`src/rtl/cic_decim_scaler_pkg.sv`:
```
// Shared defaults for the CIC decimation scaler slice.
// Holds the default data/config widths used by cic_decim_scaler and
// cic_round_shift. Optional build macro: CIC_DECIM_SAT_EN (saturating narrow).
package cic_decim_scaler_pkg;

  localparam int unsigned CIC_IN_WIDTH  = 16;
  localparam int unsigned CIC_OUT_WIDTH = 12;
  localparam int unsigned CIC_RATIO_W   = 8;
  localparam int unsigned CIC_SHIFT_W   = 5;

endpackage

```
`src/rtl/cic_round_shift.sv`:
```
// Registered round-half-up arithmetic right shift and narrow to OUT_WIDTH.
// Build option: CIC_DECIM_SAT_EN defined -> saturate to the signed OUT_WIDTH
// range; undefined -> keep the low OUT_WIDTH bits (modular wrap).
// Ports:
//   clk, reset_b  clock, async active-low reset
//   in_valid      in_data/in_shift carry a captured sample
//   in_data       signed IN_WIDTH sample
//   in_shift      right-shift amount (already clamped by the caller)
//   out_valid     registered: out_data carries a result
//   out_data      registered signed OUT_WIDTH result
module cic_round_shift
  import cic_decim_scaler_pkg::*;
#(
  parameter int unsigned IN_WIDTH  = CIC_IN_WIDTH,
  parameter int unsigned OUT_WIDTH = CIC_OUT_WIDTH,
  parameter int unsigned SHIFT_W   = CIC_SHIFT_W
) (
  input  logic                 clk,
  input  logic                 reset_b,
  input  logic                 in_valid,
  input  logic [IN_WIDTH-1:0]  in_data,
  input  logic [SHIFT_W-1:0]   in_shift,
  output logic                 out_valid,
  output logic [OUT_WIDTH-1:0] out_data
);

  // One guard bit so the rounding bias can never overflow.
  localparam int unsigned WW = IN_WIDTH + 1;

  logic signed [WW-1:0]  wide_c;
  logic signed [WW-1:0]  bias_c;
  logic signed [WW-1:0]  sum_c;
  logic signed [WW-1:0]  shifted_c;
  logic [OUT_WIDTH-1:0]  narrow_c;

`ifdef CIC_DECIM_SAT_EN
  localparam logic signed [WW-1:0] SAT_MAX = WW'((1 << (OUT_WIDTH - 1)) - 1);
  localparam logic signed [WW-1:0] SAT_MIN = ~SAT_MAX;
`endif

  // Round half up, shift, then narrow.
  always_comb begin
    wide_c    = {in_data[IN_WIDTH-1], in_data};
    bias_c    = (in_shift == '0) ? '0 : (WW'(1) << (in_shift - SHIFT_W'(1)));
    sum_c     = wide_c + bias_c;
    shifted_c = sum_c >>> in_shift;
`ifdef CIC_DECIM_SAT_EN
    if (shifted_c > SAT_MAX) begin
      narrow_c = OUT_WIDTH'(SAT_MAX);
    end else if (shifted_c < SAT_MIN) begin
      narrow_c = OUT_WIDTH'(SAT_MIN);
    end else begin
      narrow_c = OUT_WIDTH'(shifted_c);
    end
`else
    narrow_c = OUT_WIDTH'(shifted_c);
`endif
  end

  always_ff @(posedge clk or negedge reset_b) begin
    if (!reset_b) begin
      out_valid <= 1'b0;
      out_data  <= '0;
    end else begin
      out_valid <= in_valid;
      out_data  <= narrow_c;
    end
  end

endmodule

```
`src/rtl/cic_decim_scaler.sv`:
```
// Decimates the full-rate CIC output by a programmable ratio, rescales for
// CIC bit growth and presents the result through a valid/ready register.
// Build option: CIC_DECIM_SAT_EN (saturating narrow, see cic_round_shift).
// Ports:
//   clk, reset_b  clock, async active-low reset
//   data_input    signed sample, valid every clk
//   cfg_ratio     decimation ratio R (0 treated as 1)
//   cfg_shift     right shift S (clamped to IN_WIDTH-1)
//   cfg_load      pulse: shadow cfg_*, adopt on next phase wrap
//   data_output   scaled decimated sample
//   out_valid     data_output holds an unconsumed sample
//   out_ready     consumer accepts when out_valid & out_ready
//   overflow      sticky: a result was dropped under backpressure
module cic_decim_scaler
  import cic_decim_scaler_pkg::*;
#(
  parameter int unsigned IN_WIDTH  = CIC_IN_WIDTH,
  parameter int unsigned OUT_WIDTH = CIC_OUT_WIDTH,
  parameter int unsigned RATIO_W   = CIC_RATIO_W,
  parameter int unsigned SHIFT_W   = CIC_SHIFT_W
) (
  input  logic                 clk,
  input  logic                 reset_b,
  input  logic [IN_WIDTH-1:0]  data_input,
  input  logic [RATIO_W-1:0]   cfg_ratio,
  input  logic [SHIFT_W-1:0]   cfg_shift,
  input  logic                 cfg_load,
  output logic [OUT_WIDTH-1:0] data_output,
  output logic                 out_valid,
  input  logic                 out_ready,
  output logic                 overflow
);

  localparam int unsigned MAX_SHIFT = IN_WIDTH - 1;

  logic [RATIO_W-1:0]   phase;
  logic [RATIO_W-1:0]   act_ratio;
  logic [RATIO_W-1:0]   shd_ratio;
  logic [SHIFT_W-1:0]   act_shift;
  logic [SHIFT_W-1:0]   shd_shift;
  logic                 pending;

  logic                 cap_valid;
  logic [IN_WIDTH-1:0]  cap_data;
  logic [SHIFT_W-1:0]   cap_shift;

  logic                 rs_valid;
  logic [OUT_WIDTH-1:0] rs_data;

  logic                 wrap_c;
  logic [RATIO_W-1:0]   ratio_c;
  logic [SHIFT_W-1:0]   shift_c;

  // Window end detection and sanitised configuration.
  always_comb begin
    wrap_c  = (phase == act_ratio - RATIO_W'(1));
    ratio_c = (cfg_ratio == '0) ? RATIO_W'(1) : cfg_ratio;
    shift_c = (cfg_shift > SHIFT_W'(MAX_SHIFT)) ? SHIFT_W'(MAX_SHIFT) : cfg_shift;
  end

  // Phase counter with shadowed config adopted only at a window boundary.
  always_ff @(posedge clk or negedge reset_b) begin
    if (!reset_b) begin
      phase     <= '0;
      act_ratio <= RATIO_W'(1);
      act_shift <= '0;
      shd_ratio <= RATIO_W'(1);
      shd_shift <= '0;
      pending   <= 1'b0;
    end else begin
      if (wrap_c) begin
        phase <= '0;
        if (pending) begin
          act_ratio <= shd_ratio;
          act_shift <= shd_shift;
        end
      end else begin
        phase <= phase + RATIO_W'(1);
      end
      // A load coinciding with an adoption stays pending for the next window.
      if (cfg_load) begin
        shd_ratio <= ratio_c;
        shd_shift <= shift_c;
        pending   <= 1'b1;
      end else if (wrap_c) begin
        pending   <= 1'b0;
      end
    end
  end

  // Capture stage; the shift travels with its sample.
  always_ff @(posedge clk or negedge reset_b) begin
    if (!reset_b) begin
      cap_valid <= 1'b0;
      cap_data  <= '0;
      cap_shift <= '0;
    end else begin
      cap_valid <= (phase == '0);
      cap_data  <= data_input;
      cap_shift <= act_shift;
    end
  end

  cic_round_shift #(
    .IN_WIDTH  (IN_WIDTH),
    .OUT_WIDTH (OUT_WIDTH),
    .SHIFT_W   (SHIFT_W)
  ) u_round_shift (
    .clk       (clk),
    .reset_b   (reset_b),
    .in_valid  (cap_valid),
    .in_data   (cap_data),
    .in_shift  (cap_shift),
    .out_valid (rs_valid),
    .out_data  (rs_data)
  );

  // Output register: a stalled sample is kept, newer results are dropped.
  always_ff @(posedge clk or negedge reset_b) begin
    if (!reset_b) begin
      data_output <= '0;
      out_valid   <= 1'b0;
      overflow    <= 1'b0;
    end else begin
      if (rs_valid) begin
        if (!out_valid || out_ready) begin
          data_output <= rs_data;
          out_valid   <= 1'b1;
        end else begin
          overflow    <= 1'b1;
        end
      end else if (out_valid && out_ready) begin
        out_valid <= 1'b0;
      end
    end
  end

endmodule

```
`config.mk`:
```
export PLATFORM = sky130hd
export DESIGN_NAME = cic_decim_scaler
export DESIGN_NICKNAME = d
export VERILOG_FILES = /design/src/rtl/cic_decim_scaler_pkg.sv /design/src/rtl/cic_round_shift.sv /design/src/rtl/cic_decim_scaler.sv
export SDC_FILE = /design/constraint.sdc
export NUM_CORES = 1
export LEC_CHECK = 0
export ABC_AREA = 1
export BUFFER_PORTS_ARGS = -buffer_cell sky130_fd_sc_hd__buf_2
export CAP_MARGIN = 20
export CORE_ASPECT_RATIO = 1.75
export CORE_UTILIZATION = 60
export DETAILED_ROUTE_END_ITERATION = 10
export GPL_TIMING_DRIVEN = 0
export PLACE_DENSITY = 0.79
export SLEW_MARGIN = 20
export SYNTH_ARGS = -nofsm -noshare
export SYNTH_HDL_FRONTEND = slang
export SYNTH_SLANG_ARGS = --single-unit
```
`constraint.sdc`:
```
create_clock -name clk -period 6.35 [get_ports clk]
set_clock_uncertainty 0.1 [all_clocks]
set_input_delay 0.3175 -clock clk [delete_from_list [all_inputs] [get_ports clk]]
set_output_delay 0.3175 -clock clk [all_outputs]
set_load 0.005 [all_outputs]
```
==> results.yml <==
global_routing:
  grt_pass1_vias: 4740
  grt_usage_pct: 32.1
  grt_pass1_wl_um: 21300
  grt_overflow: 0
  antenna_found_initial: 0
  grt_max_degree: 52
critical_path:
  critical_path_class: "reg -> reg"
  arrival_ns: 4.08
  cp_max_fo: 10
  timing.rr.end: "u_round_shift.out_data[8]"
  reg2reg_depth: 21
  regToRegSetupSlack_ns: 2.39
  start_kind: "flip-flop"
  cp-end-kind: "flip-flop"
  r2r-start: "cap_shift[1]"
  cp_data_required_time_ns: 6.47
clock_tree:
  cts-root-buf: "clkbuf_16"
  path_clk_slew_ns: 0.06
  cts_buffers: 9
  cts_tree: "built"
  cts_buffer_depth: 2
  clock_sinks: 84
  htreeDepth: 3
  post_cts_resized: 0
  insertion_delay_ns: 0.34
routing:
  drt_iter0_markers: 372
  dr.pass1.iters: 10
  vias: 4582
  viasPerCell: 5.54
  drcViolationCount: 3
  postRouteAntennaNets: 0
  routed_wl_um: 12500
  wl_per_cell_um: 15.2
synthesis:
  synth-xor-area-share_pct: 2.80
  synthMuxAreaShare_pct: 2.70
  synth_compound_gate_area_share_pct: 6.96
  yosysWarnings: 0
  ys_seq_elements: 84
  syn_nets: 710
  ys.flop_type: "dfrtp_1"
  yosysSeqAreaShare_pct: 42.1
  synthSimpleGateAreaFrac_pct: 31.9
  async_reset_ff_share_pct: 100
  syn-cell-area_mm2: 0.00500
  synth_top_family_by_area: "simple AND/OR/NAND/NOR gates"
  synth.avg_cell_area_um2: 7.61
  synth-adder-area-share_pct: 5.16
  ys_types: 36
  syn_inst: 657
  synth_edf_count: 0
timing:
  hold_viol_final: 0
  max_freq_ghz: 0.252
  fin_crit_ns: 3.96
  setup_violations: 0
  worstMarginPinSlew_ns: 0.709
  fin_tns_setup_ns: 0
  grt_setup_unrepaired: "false"
  finalMaxSlewViolations: 0
  slew_headroom_pct: 52.5
  min_period_over_period_pct: 62.4
  hold-worst-slack_ns: 0.104
place:
  place_congestion: 0.957
  io_buffers: 46
  dp_hpwl_um: 9730
min_path:
  hold_depth: 3
  hp-class: "in -> reg"
  hold_path_end: "shd_shift[2]"
  min-delay-start: "cfg_shift[2]"
layout:
  drive_above_1_share_pct: 13.7
  final_util_pct: 72.8
  insertedDiodeCount: 0
  final_cell_mix: "nand2_1 (169), nand3_1 (108), inv_1 (90)"
  num-nets-final: 785
  synthToLayoutAreaGrowth_pct: 16.8
  final_common_cell: "nand2_1"
pwr:
  power_mw: 1.18
  power.leakage_nw: 3.10
  max-vdd-ir-drop_mv: 0.245
  powerDensity_mw_per_mm2: 202
floorplan:
  fp.dieArea_mm2: 0.00871
  ios: 47
  coreArea_mm2: 0.00802
  die_h_um: 123
  chipWidth_um: 71.0
  start_util_pct: 62.3
  num_rows: 43
outcome:
  outcome: "complete, but fails checks"
  violations: "DRC"
run:
  max_cap_violations: 0
per-stage QoR:
stage          setup slack, ns  instances  area (um2)
3_5_place_dp              2.49        794        5370
4_1_cts                   2.48        827        5840
5_1_grt                   2.02        827        5840
2_1_floorplan             3.36        657        5000
3_3_place_gp              2.52        793        5340
6_report                  2.39        827        5840
layer usage:
metal | wire length [um] | up-vias | share of wire (%) | global-route usage (%)
met5 | 0 | - | 0 | 0
met4 | 575 | 0 | 4.6 | 17.3
met3 | 429 | 46 | 3.4 | 5.09
met2 | 6900 | 133 | 55 | 61.4
met1 | 4650 | 2125 | 37 | 32.9
li1 | - | 2278 | - | -
registers in the layout, summed over array words and instances (netlist names), 8 cells and up:
signal and cells:
u_round_shift.out_data 12, cap_data 16, data_output 12, act_ratio 8, phase 8, shd_ratio 8
synthesized netlist by cell type (all sizes together) (4+ instances only):
cell type  number  area share, %
a21oi          19            2.0
a31oi           4           0.50
buf             5           0.70
clkbuf         11           0.83
dfrtp          82             41
ha             19            4.8
inv            90            6.8
mux2           12            2.7
nand2         173             13
nand3         108             11
nand4           9            1.1
nor2           49            3.8
nor3           11            1.4
nor4            5           0.63
o21ai          32            4.2
xnor2           5           0.88
xor2           11            1.9
final cells by class:
class                           count  area (um2)
Timing Repair Buffer               64         430
Sequential cell                    84        2100
Tap cell                           90         113
Clock buffer                       12         246
Inverter                           91         342
Buffer                             16        76.3
Multi-Input combinational cell    466        2470
Fill cell                         636        2180
Clock inverter                      4        48.8
worst max-delay path, stage by stage (launching register included):
cell	delay, ns
dfrtp_1	0.41
clkbuf_1	0.25
nor2_1	0.35
nand3_1	0.18
xor2_1	0.18
nor2_1	0.33
inv_1	0.13
nor2_1	0.26
ha_1	0.23
nor2_1	0.07
a21oi_1	0.32
nand2_1	0.12
nand2_1	0.11
nand2_1	0.09
nand3_1	0.13
nand3_1	0.11
nand2_1	0.09
nand2_1	0.07
nand2_1	0.09
nand2_1	0.07
nand3_1	0.10
nand2_1	0.06
power by group:
part	internal (mW)	switching, mW	leakage [nW]
sequential	0.557	0.00710	1.03
combinational	0.0422	0.0590	1.92
clock	0.315	0.201	0.147
worst max-delay path by stage:
stage / startpoint / endpoint / slack, ns / cells past startpoint
after floorplan: cap_shift[1] / u_round_shift.out_data[6] / 3.36 / 23
after global placement: cap_shift[1] / u_round_shift.out_data[0] / 2.52 / 21
after detailed placement: cap_shift[1] / u_round_shift.out_data[0] / 2.49 / 21
after CTS: cap_shift[1] / u_round_shift.out_data[8] / 2.48 / 21
after global routing: cap_shift[1] / u_round_shift.out_data[0] / 2.02 / 21
final: cap_shift[1] / u_round_shift.out_data[8] / 2.39 / 21
logic make-up after synthesis:
kind of cell / Yosys count
AND/OR/NAND/NOR: 361
buffers and inverters: 107
flip-flops: 84
AO/OA/AOI/OAI: 57
adder cells (fa/ha/maj): 20
XOR/XNOR: 16
multiplexers: 12
repair_timing:
action	in CTS	in global routing
hold buffers	17	0
setup buffers	0	0
hold endpoints to repair	49	0
No activity file was read; power rests on OpenSTA's default activity.
